[config.mk]
export PLATFORM = sky130hd
export DESIGN_NAME = psum_maxpool_buffer
export DESIGN_NICKNAME = d
export VERILOG_FILES = /design/src/rtl/cnn_pkg.sv /design/src/rtl/sync_fwft_fifo.sv /design/src/rtl/psum_maxpool_buffer.sv
export SDC_FILE = /design/constraint.sdc
export NUM_CORES = 1
export LEC_CHECK = 0
export CELL_PAD_IN_SITES_DETAIL_PLACEMENT = 1
export CELL_PAD_IN_SITES_GLOBAL_PLACEMENT = 1
export CORE_UTILIZATION = 40
export CTS_CLUSTER_SIZE = 8
export DETAILED_ROUTE_END_ITERATION = 16
export DONT_BUFFER_PORTS = 1
export PLACE_DENSITY = 0.67
export SLEW_MARGIN = 20
export SYNTH_ARGS = -nofsm -noshare
export SYNTH_HDL_FRONTEND = slang
export SYNTH_SLANG_ARGS = --single-unit
[constraint.sdc]
create_clock -name clk -period 4.94 [get_ports clk]
set_input_delay 1.235 -clock clk [delete_from_list [all_inputs] [get_ports clk]]
set_output_delay 1.235 -clock clk [all_outputs]
set_load 0.005 [all_outputs]
[src/rtl/cnn_pkg.sv]
// Shared definitions for the CNN datapath: Psum width, default map size
// and the unsigned max helper used by the pooling stage.
package cnn_pkg;

   localparam int PSUM_W    = 8;
   localparam int IMG_W_DEF = 26;
   localparam int IMG_H_DEF = 26;

   typedef logic [PSUM_W-1:0] psum_t;

   // Unsigned maximum; on a tie either operand is correct, a is returned.
   function automatic psum_t psum_max(input psum_t a, input psum_t b);
      psum_t r;
      if (a >= b) begin
         r = a;
      end else begin
         r = b;
      end
      return r;
   endfunction

endpackage

[src/rtl/sync_fwft_fifo.sv]
// Small synchronous first-word-fall-through FIFO. The head entry is always
// visible on head_data; pop advances it. clear flushes the pointers.
module sync_fwft_fifo #(
   parameter int W     = 9,
   parameter int DEPTH = 4,
   localparam int AW   = $clog2(DEPTH),
   localparam int CW   = AW + 1
) (
   input  logic          clk,
   input  logic          rst_n,
   input  logic          clear,
   input  logic          push,
   input  logic [W-1:0]  push_data,
   input  logic          pop,
   output logic [W-1:0]  head_data,
   output logic          full,
   output logic          empty,
   output logic [CW-1:0] count
);

   logic [W-1:0]  mem_r [0:DEPTH-1];
   logic [AW-1:0] wr_ptr_r;
   logic [AW-1:0] rd_ptr_r;
   logic [CW-1:0] count_r;
   logic          do_push_s;
   logic          do_pop_s;

   // Qualify requests so an overflow or underflow can never corrupt state.
   always_comb begin
      do_push_s = push & (count_r != CW'(DEPTH));
      do_pop_s  = pop & (count_r != {CW{1'b0}});
   end

   // Storage; reset to zero so the head reads zero straight out of reset.
   always_ff @(posedge clk or negedge rst_n) begin
      if (!rst_n) begin
         for (int i = 0; i < DEPTH; i++) begin
            mem_r[i] <= {W{1'b0}};
         end
      end else if (do_push_s) begin
         mem_r[wr_ptr_r] <= push_data;
      end
   end

   // Pointers wrap naturally at the power-of-two depth; count tracks occupancy.
   always_ff @(posedge clk or negedge rst_n) begin
      if (!rst_n) begin
         wr_ptr_r <= {AW{1'b0}};
         rd_ptr_r <= {AW{1'b0}};
         count_r  <= {CW{1'b0}};
      end else if (clear) begin
         wr_ptr_r <= {AW{1'b0}};
         rd_ptr_r <= {AW{1'b0}};
         count_r  <= {CW{1'b0}};
      end else begin
         if (do_push_s) begin
            wr_ptr_r <= wr_ptr_r + AW'(1);
         end
         if (do_pop_s) begin
            rd_ptr_r <= rd_ptr_r + AW'(1);
         end
         case ({do_push_s, do_pop_s})
            2'b10:   count_r <= count_r + CW'(1);
            2'b01:   count_r <= count_r - CW'(1);
            default: count_r <= count_r;
         endcase
      end
   end

   assign head_data = mem_r[rd_ptr_r];
   assign full      = (count_r == CW'(DEPTH));
   assign empty     = (count_r == {CW{1'b0}});
   assign count     = count_r;

endmodule

[src/rtl/psum_maxpool_buffer.sv]
// 2x2 stride-2 max pooling over a raster-ordered Psum map. Horizontal pairs
// are reduced through a hold register, even-row pair maxima are parked in a
// half-width line buffer, and odd rows complete the window into an output FIFO.
module psum_maxpool_buffer
   import cnn_pkg::*;
#(
   parameter int DATA_W     = PSUM_W,
   parameter int IMG_W      = IMG_W_DEF,
   parameter int IMG_H      = IMG_H_DEF,
   parameter int FIFO_DEPTH = 4
) (
   input  logic              clk,
   input  logic              rst_n,
   input  logic              en,
   input  logic              clear,
   input  logic [DATA_W-1:0] psum_in,
   input  logic              psum_valid,
   output logic              psum_ready,
   output logic [DATA_W-1:0] pool_out,
   output logic              pool_valid,
   input  logic              pool_ready,
   output logic              pool_last,
   output logic              frame_done
);

   // Column counter is one bit wider than the line-buffer address so that
   // col[LB_AW:1] is the pair index and col[0] the position within the pair.
   localparam int LB_AW = ((IMG_W / 2) > 1) ? $clog2(IMG_W / 2) : 1;
   localparam int COL_W = LB_AW + 1;
   localparam int ROW_W = (IMG_H > 2) ? $clog2(IMG_H) : 1;
   localparam int CNT_W = $clog2(FIFO_DEPTH) + 1;

   logic [COL_W-1:0]  col_r;
   logic [ROW_W-1:0]  row_r;
   logic [DATA_W-1:0] hold_r;
   logic [DATA_W-1:0] linebuf_r [0:(1 << LB_AW)-1];
   logic              run_r;
   logic              frame_done_r;

   logic              accept_s;
   logic              col_last_s;
   logic              row_last_s;
   logic [DATA_W-1:0] hmax_s;
   logic [DATA_W-1:0] vmax_s;
   logic              push_s;
   logic              pop_s;
   logic [DATA_W:0]   push_data_s;
   logic [DATA_W:0]   head_s;
   logic              full_s;
   logic              empty_s;
   logic [CNT_W-1:0]  count_s;

   // Input handshake and window arithmetic. run_r keeps ready low while in reset.
   always_comb begin
      psum_ready  = run_r & en & ~clear & (count_s != CNT_W'(FIFO_DEPTH));
      accept_s    = psum_valid & psum_ready;
      col_last_s  = (col_r == COL_W'(IMG_W - 1));
      row_last_s  = (row_r == ROW_W'(IMG_H - 1));
      hmax_s      = psum_max(hold_r, psum_in);
      vmax_s      = psum_max(linebuf_r[col_r[LB_AW:1]], hmax_s);
      push_s      = accept_s & col_r[0] & row_r[0];
      push_data_s = {row_last_s & col_last_s, vmax_s};
      pop_s       = pool_valid & pool_ready;
   end

   // Raster position of the next sample; only accepted samples advance it.
   always_ff @(posedge clk or negedge rst_n) begin
      if (!rst_n) begin
         col_r <= {COL_W{1'b0}};
         row_r <= {ROW_W{1'b0}};
      end else if (clear) begin
         col_r <= {COL_W{1'b0}};
         row_r <= {ROW_W{1'b0}};
      end else if (accept_s) begin
         if (col_last_s) begin
            col_r <= {COL_W{1'b0}};
            row_r <= row_last_s ? {ROW_W{1'b0}} : row_r + ROW_W'(1);
         end else begin
            col_r <= col_r + COL_W'(1);
         end
      end
   end

   // Left half of each horizontal pair waits here for its partner.
   always_ff @(posedge clk or negedge rst_n) begin
      if (!rst_n) begin
         hold_r <= {DATA_W{1'b0}};
      end else if (clear) begin
         hold_r <= {DATA_W{1'b0}};
      end else if (accept_s & ~col_r[0]) begin
         hold_r <= psum_in;
      end
   end

   // Even-row pair maxima; always written before the odd row reads them.
   always_ff @(posedge clk) begin
      if (accept_s & col_r[0] & ~row_r[0]) begin
         linebuf_r[col_r[LB_AW:1]] <= hmax_s;
      end
   end

   // Ready gate: released one cycle after reset deasserts.
   always_ff @(posedge clk or negedge rst_n) begin
      if (!rst_n) begin
         run_r <= 1'b0;
      end else begin
         run_r <= 1'b1;
      end
   end

   // One-cycle pulse after the final pooled value of a frame is taken.
   always_ff @(posedge clk or negedge rst_n) begin
      if (!rst_n) begin
         frame_done_r <= 1'b0;
      end else if (clear) begin
         frame_done_r <= 1'b0;
      end else begin
         frame_done_r <= pop_s & head_s[DATA_W];
      end
   end

   sync_fwft_fifo #(
      .W     (DATA_W + 1),
      .DEPTH (FIFO_DEPTH)
   ) u_fifo (
      .clk       (clk),
      .rst_n     (rst_n),
      .clear     (clear),
      .push      (push_s & ~full_s),
      .push_data (push_data_s),
      .pop       (pop_s),
      .head_data (head_s),
      .full      (full_s),
      .empty     (empty_s),
      .count     (count_s)
   );

   assign pool_out   = head_s[DATA_W-1:0];
   assign pool_last  = head_s[DATA_W];
   assign pool_valid = ~empty_s;
   assign frame_done = frame_done_r;

endmodule

# Yosys cells after proc, flatten, opt, wreduce, memory -nomap -nowiden
# Memory sizes are Yosys's and may differ from the RTL's.
# Cells that the tools add are included.
# totals
regBits	63
ramBits	128
inputBits	14
output_inout_bits	12
wordCells	87
memories	1
# mem_list
name	depth	word_bits	read_ports	rd_ports_with_merged_regs	write_ports	line	source
linebuf_r	16	8	1	0	1	psum_maxpool_buffer.sv:36	logic [DATA_W-1:0] linebuf_r [0:(1 << LB_AW)-1];
# op_classes
add_sub_neg	6
n_lt_le_gt_ge	5
n_eq_ne	6
mux	26
bitwise_logic	21
reduce_logical	10
# ops
operator	count
bitwise mux 36 bit	1
two-way mux 5 bit	7
two-way mux 8 bit	4
two-way mux 9 bit	3
binary-select mux 9 bit (select 2 bit)	1
demux 9 bit (select 2 bit)	1
greater-or-equal comparator 8 bit	2
AND 1 bit	14
adder 5 x 1 -> 5 bit, second input constant	2
== test 5 bit, second input constant	2
nonzero test 2 bit	5
two-way mux 2 bit	4
greater-or-equal comparator 3 bit, second input constant	2
inverter 2 -> 3 bit	2
case mux 3 bit (2 select lines)	1
nonzero test 3 bit	2
inverter 1 bit	5
adder 2 x 1 -> 2 bit, second input constant	2
adder 3 x 1 -> 3 bit, second input constant	1
== test 3 bit, second input constant	1
zero test 3 bit	1
less-than comparator 3 x 1 -> 1 bit, second input constant	1
two-way mux 1 bit	3
two-way mux 3 bit	1
other kinds (6)	6

# Depth between registers and ports, before layout
# depth
depth_word	11
depth_mapped	14
depth_no_buf	14

# By module
# From an unflattened synthesis, not the netlist that was laid out.
# hier_totals
cells_unflattened	549
area_unflattened_um2	8718.4
# modules_own_cells
module	instances	cells_each	area_per_inst_um2	seq_area_each_um2
psum_maxpool_buffer	1	401	6622.6	4344.2
sync_fwft_fifo	1	148	2095.8	1076.0

# Least setup slack after synthesis
# No wires, ideal clock.
# synth_timing
path_type	input-to-reg
start	input port psum_in[0]
end	register u_fifo.mem_r[0] (netlist bit)
setup_ps	125
t_arrival_ps	4075
required_ps	4815
slack_ps	741
cell_stages	13
cell_sequence	ha_1 > nand2b_1 > a2111oi_4 > o311ai_4 > mux2_2 > inv_1 > ha_1 > a21oi_1 > o21ai_0 > a41oi_1 > nor3_1 > a21o_1 > mux2_2
# synth_between
elab_chain_len	5
# synth_lines
item	line	source
from (decl)	psum_maxpool_buffer.sv:16	input logic [DATA_W-1:0] psum_in,
greater-or-equal comparator 8 bit	cnn_pkg.sv:14	if (a >= b) begin
two-way mux 8 bit	cnn_pkg.sv:14	
named net hmax_s[4]	psum_maxpool_buffer.sv:43	logic [DATA_W-1:0] hmax_s;
greater-or-equal comparator 8 bit	cnn_pkg.sv:14	
two-way mux 8 bit	cnn_pkg.sv:14	
bitwise mux 36 bit	sync_fwft_fifo.sv:41	mem_r[wr_ptr_r] <= push_data;
to (signal, indexed assignment)	sync_fwft_fifo.sv:38	mem_r[i] <= {W{1'b0}};
to (signal, indexed assignment)	sync_fwft_fifo.sv:41	
to (decl)	sync_fwft_fifo.sv:21	logic [W-1:0] mem_r [0:DEPTH-1];
# The timed path passes the listed nets, and every way through them passes these cells.
# A chain may end at the register's enable or synchronous reset.

# Worst setup path after layout
# layout_timing
start	input port psum_in[0]
end	register u_fifo.mem_r[22] (netlist bit)
# layout_between
elab_chain_len	5
# layout_lines
item	line
greater-or-equal comparator 8 bit *	cnn_pkg.sv:14
two-way mux 8 bit *	cnn_pkg.sv:14
named net hmax_s[4]	psum_maxpool_buffer.sv:43
greater-or-equal comparator 8 bit	cnn_pkg.sv:14
two-way mux 8 bit *	cnn_pkg.sv:14
bitwise mux 36 bit *	sync_fwft_fifo.sv:41
# The timed path passes the listed nets; every way through them passes the cells marked *.

==> results.md <==
- Reg2reg end: u_fifo.mem_r[22]
- Placed inst area: 8830 um^2
- # diodes: 0
- PwrDens: 340 nW/um^2
- Post-route clock skew: 0.0128 ns
- Hold Violations, Final: 0
- Core Region: 20400 um^2
- Yosys cell types: 45
- Post-route DRC: 0
- Reg clk slew, reported paths: 0.07 ns
- CTS resizes: 0
- Worst-Skew Late Latency: 0.44 ns
- Postcts setup bufs: 0
- First-pass GRT wire length: 30700 um
- Gr ovfl total: 0
- Outcome: finished clean
- Critical path class: input port to register
- Core Rows: 52
- Fmax: 233 MHz
- Gpl congestion: 0.779
- Worst Path Arrival: 4.59 ns
- Max VDD drop: 0.000166 V
- Reg2reg start: col_r[1]
- Critical Path Sink Type: register
- Yosys Warn Count: 0
- Initial DRC count: 216
- Die area: 21700 um^2
- Slew of the pin with the lowest slew margin: 0.962 ns
- Synthesized area: 8440 um^2
- Vias per cell: 5.51
- ANT nets after route: 0
- Syn_area_per_cell: 15.6 um^2
- Most common cell after layout, fill and taps aside: edfxtp_1
- Unrepaired setup endpoints after global routing: no
- H-Tree Depth: 4
- Clock root cell: clkbuf_16
- Crit share post-route: 86.8%
- IO Count: 26
- Clock sink total: 191
- Fraction of layout instances using a drive strength above 1: 22.6%
- Number of nets in the layout: 596
- Post-Syn Instances: 542
- Dominant synthesized flop cell: edfxtp_1
- Initial antenna violation count: 0
- Cells on worst reg2reg path: 11
- Required time worst endpoint: 5.24 ns
- Vias: 4627
- CTS buffer count: 17
- Register area share after synthesis: 64.2%
- Startpoint Class: input port
- Clk buf depth: 2
- Final instance area: 9400 um^2
- Final min period: 4.29 ns
- Finished Core Util: 46.0%
- Final setup vio count: 0
- Area growth syn-to-layout: 11.3%
- Starting Density: 41.3%
- Synth async-reset ratio: 33.0%
- Fin. max-slew vios: 0
- GRT Util Overall: 19.3%
- Hold WC Path Type: input port to asynchronous set/reset pin
- TNS Setup: 0 ns
- Post-synth EDFFs: 128
- TritonRoute pass-1 iters: 4
- Most frequent cells in the layout: edfxtp_1, dfrtp_1, mux4_2, nand2_1, mux2_2
- Slew margin rel.: 35.9%
- Number of synthesized register bits: 191
- Max-capacitance violation count: 0
- Largest net degree at the start of global routing: 64
- CP startpoint: psum_in[0]
- Wire length per cell: 22.9 um
- Synthesized Nets: 581
- Vias in the first global route: 5253
- I/O Buffers: 0
- Die Y: 147 um
- Crit-path max FO: 18
- Dpl hpwl: 13000 um
- Total wire length: 19200 um
- Leak: 3.49 nW
- Hold_buf cts: 0
- CTS tree: done
- Die width: 147 um
- Worst R2R Setup Slack: 0.81 ns
sequential cells by signal, indices dropped and copies added, names as in the netlist, 2 cells and up:
signal and flops:
u_fifo.wr_ptr_r 2, row_r 5, linebuf_r 128, u_fifo.rd_ptr_r 2, u_fifo.mem_r 36, u_fifo.count 3
col_r 5, hold_r 8
critical path, cell delays in order:
cell	delay (ns)
ha_1	0.27
nand2b_1	0.18
a2111oi_4	0.40
o311ai_4	0.25
mux2_2	0.51
inv_1	0.09
ha_1	0.35
a21oi_1	0.13
o21ai_0	0.12
a41o_1	0.28
nand2_1	0.20
mux2i_1	0.43
o21ai_1	0.13
worst max path at each step:
stage | cells past startpoint | slack (ns) | to
finish | 13 | 0.65 | u_fifo.mem_r[22]
global route | 13 | 0.49 | u_fifo.mem_r[2]
CTS | 13 | 0.68 | u_fifo.mem_r[22]
detailed placement | 13 | 0.20 | u_fifo.mem_r[22]
global placement | 13 | 0.31 | u_fifo.mem_r[13]
floorplan | 13 | 0.74 | u_fifo.mem_r[0]
synthesized netlist by cell type, types with 2 or more instances:
master    number  area share [%]
a21oi_1       13            0.77
or3_1          3            0.22
xnor2_1        4            0.42
nor4b_1        3            0.31
nand3b_1       2            0.18
nor3b_1        3            0.27
o31ai_1        2            0.18
nor3_1         7            0.42
buf_6          2            0.27
inv_1         23             1.0
nand2_1       40             1.8
o21ai_1        8            0.47
mux2i_1       10             1.2
nand2b_1      12            0.89
a22oi_1       14             1.2
nor2_1        30             1.3
clkbuf_1      10            0.44
edfxtp_1     128              46
nor2b_1        4            0.30
mux2_2        35             4.7
mux4_2        41              11
nor4_1         5            0.37
ha_1          24             3.6
xor2_1         2            0.21
buf_2          5            0.30
o21ai_0       17             1.0
and2_1         3            0.22
nand3_1        9            0.53
dfrtp_1       63              19
buf_1          4            0.18
a21o_1         2            0.18
through the flow:
step	std cells	worst slack (ns)	hold slack, ns	power (W)
2_1_floorplan	542	0.741	0.450	0.00187
3_3_place_gp	808	0.307	0.462	0.00191
3_5_place_dp	808	0.204	0.490	0.00192
4_1_cts	840	0.676	0.462	0.00324
5_1_grt	840	0.489	0.469	0.00329
6_report	840	0.652	0.487	0.00320
power by group:
| part | leakage [nW] | total (W) | switching [W] | internal [W] |
|---|---|---|---|---|
| combinational | 1.19 | 0.000133 | 0.0000857 | 0.0000469 |
| clock | 0.278 | 0.00132 | 0.000639 | 0.000677 |
| sequential | 2.02 | 0.00175 | 0.0000176 | 0.00173 |
| total | 3.49 | 0.00320 | 0.000743 | 0.00245 |
metal layers:
layer  wire [um]  up-vias  GRT usage, %
li1            -     2097             -
met1        8040     2421          23.8
met2        9980       91          33.5
met3         889       18          3.94
met4         287        0          6.65
met5           0        -             0
cell families (layout without fill, tap and decap cells):
group,count (synthesis),count (layout),share of synthesized area (%)
DFF,191,191,64.2
and+or+nand+nor,124,124,7.07
muxes,86,86,16.8
xor gates and xnor gates,6,6,0.623
AOI/OAI and AO/OA,65,65,5.25
other,1,1,0.0444
buffers and inverters,44,72,2.21
adders and majority gates,25,25,3.79
final cells by class:
cell class / instances / area [um^2]
Fill cell: 2023 / 11000
Sequential cell: 191 / 5420
Multi-Input combinational cell: 307 / 2840
Clock buffer: 19 / 443
Tap cell: 270 / 338
Timing Repair Buffer: 17 / 140
Clock inverter: 13 / 128
Inverter: 23 / 86.3
Note: power is estimated with default switching activity, not from simulation.
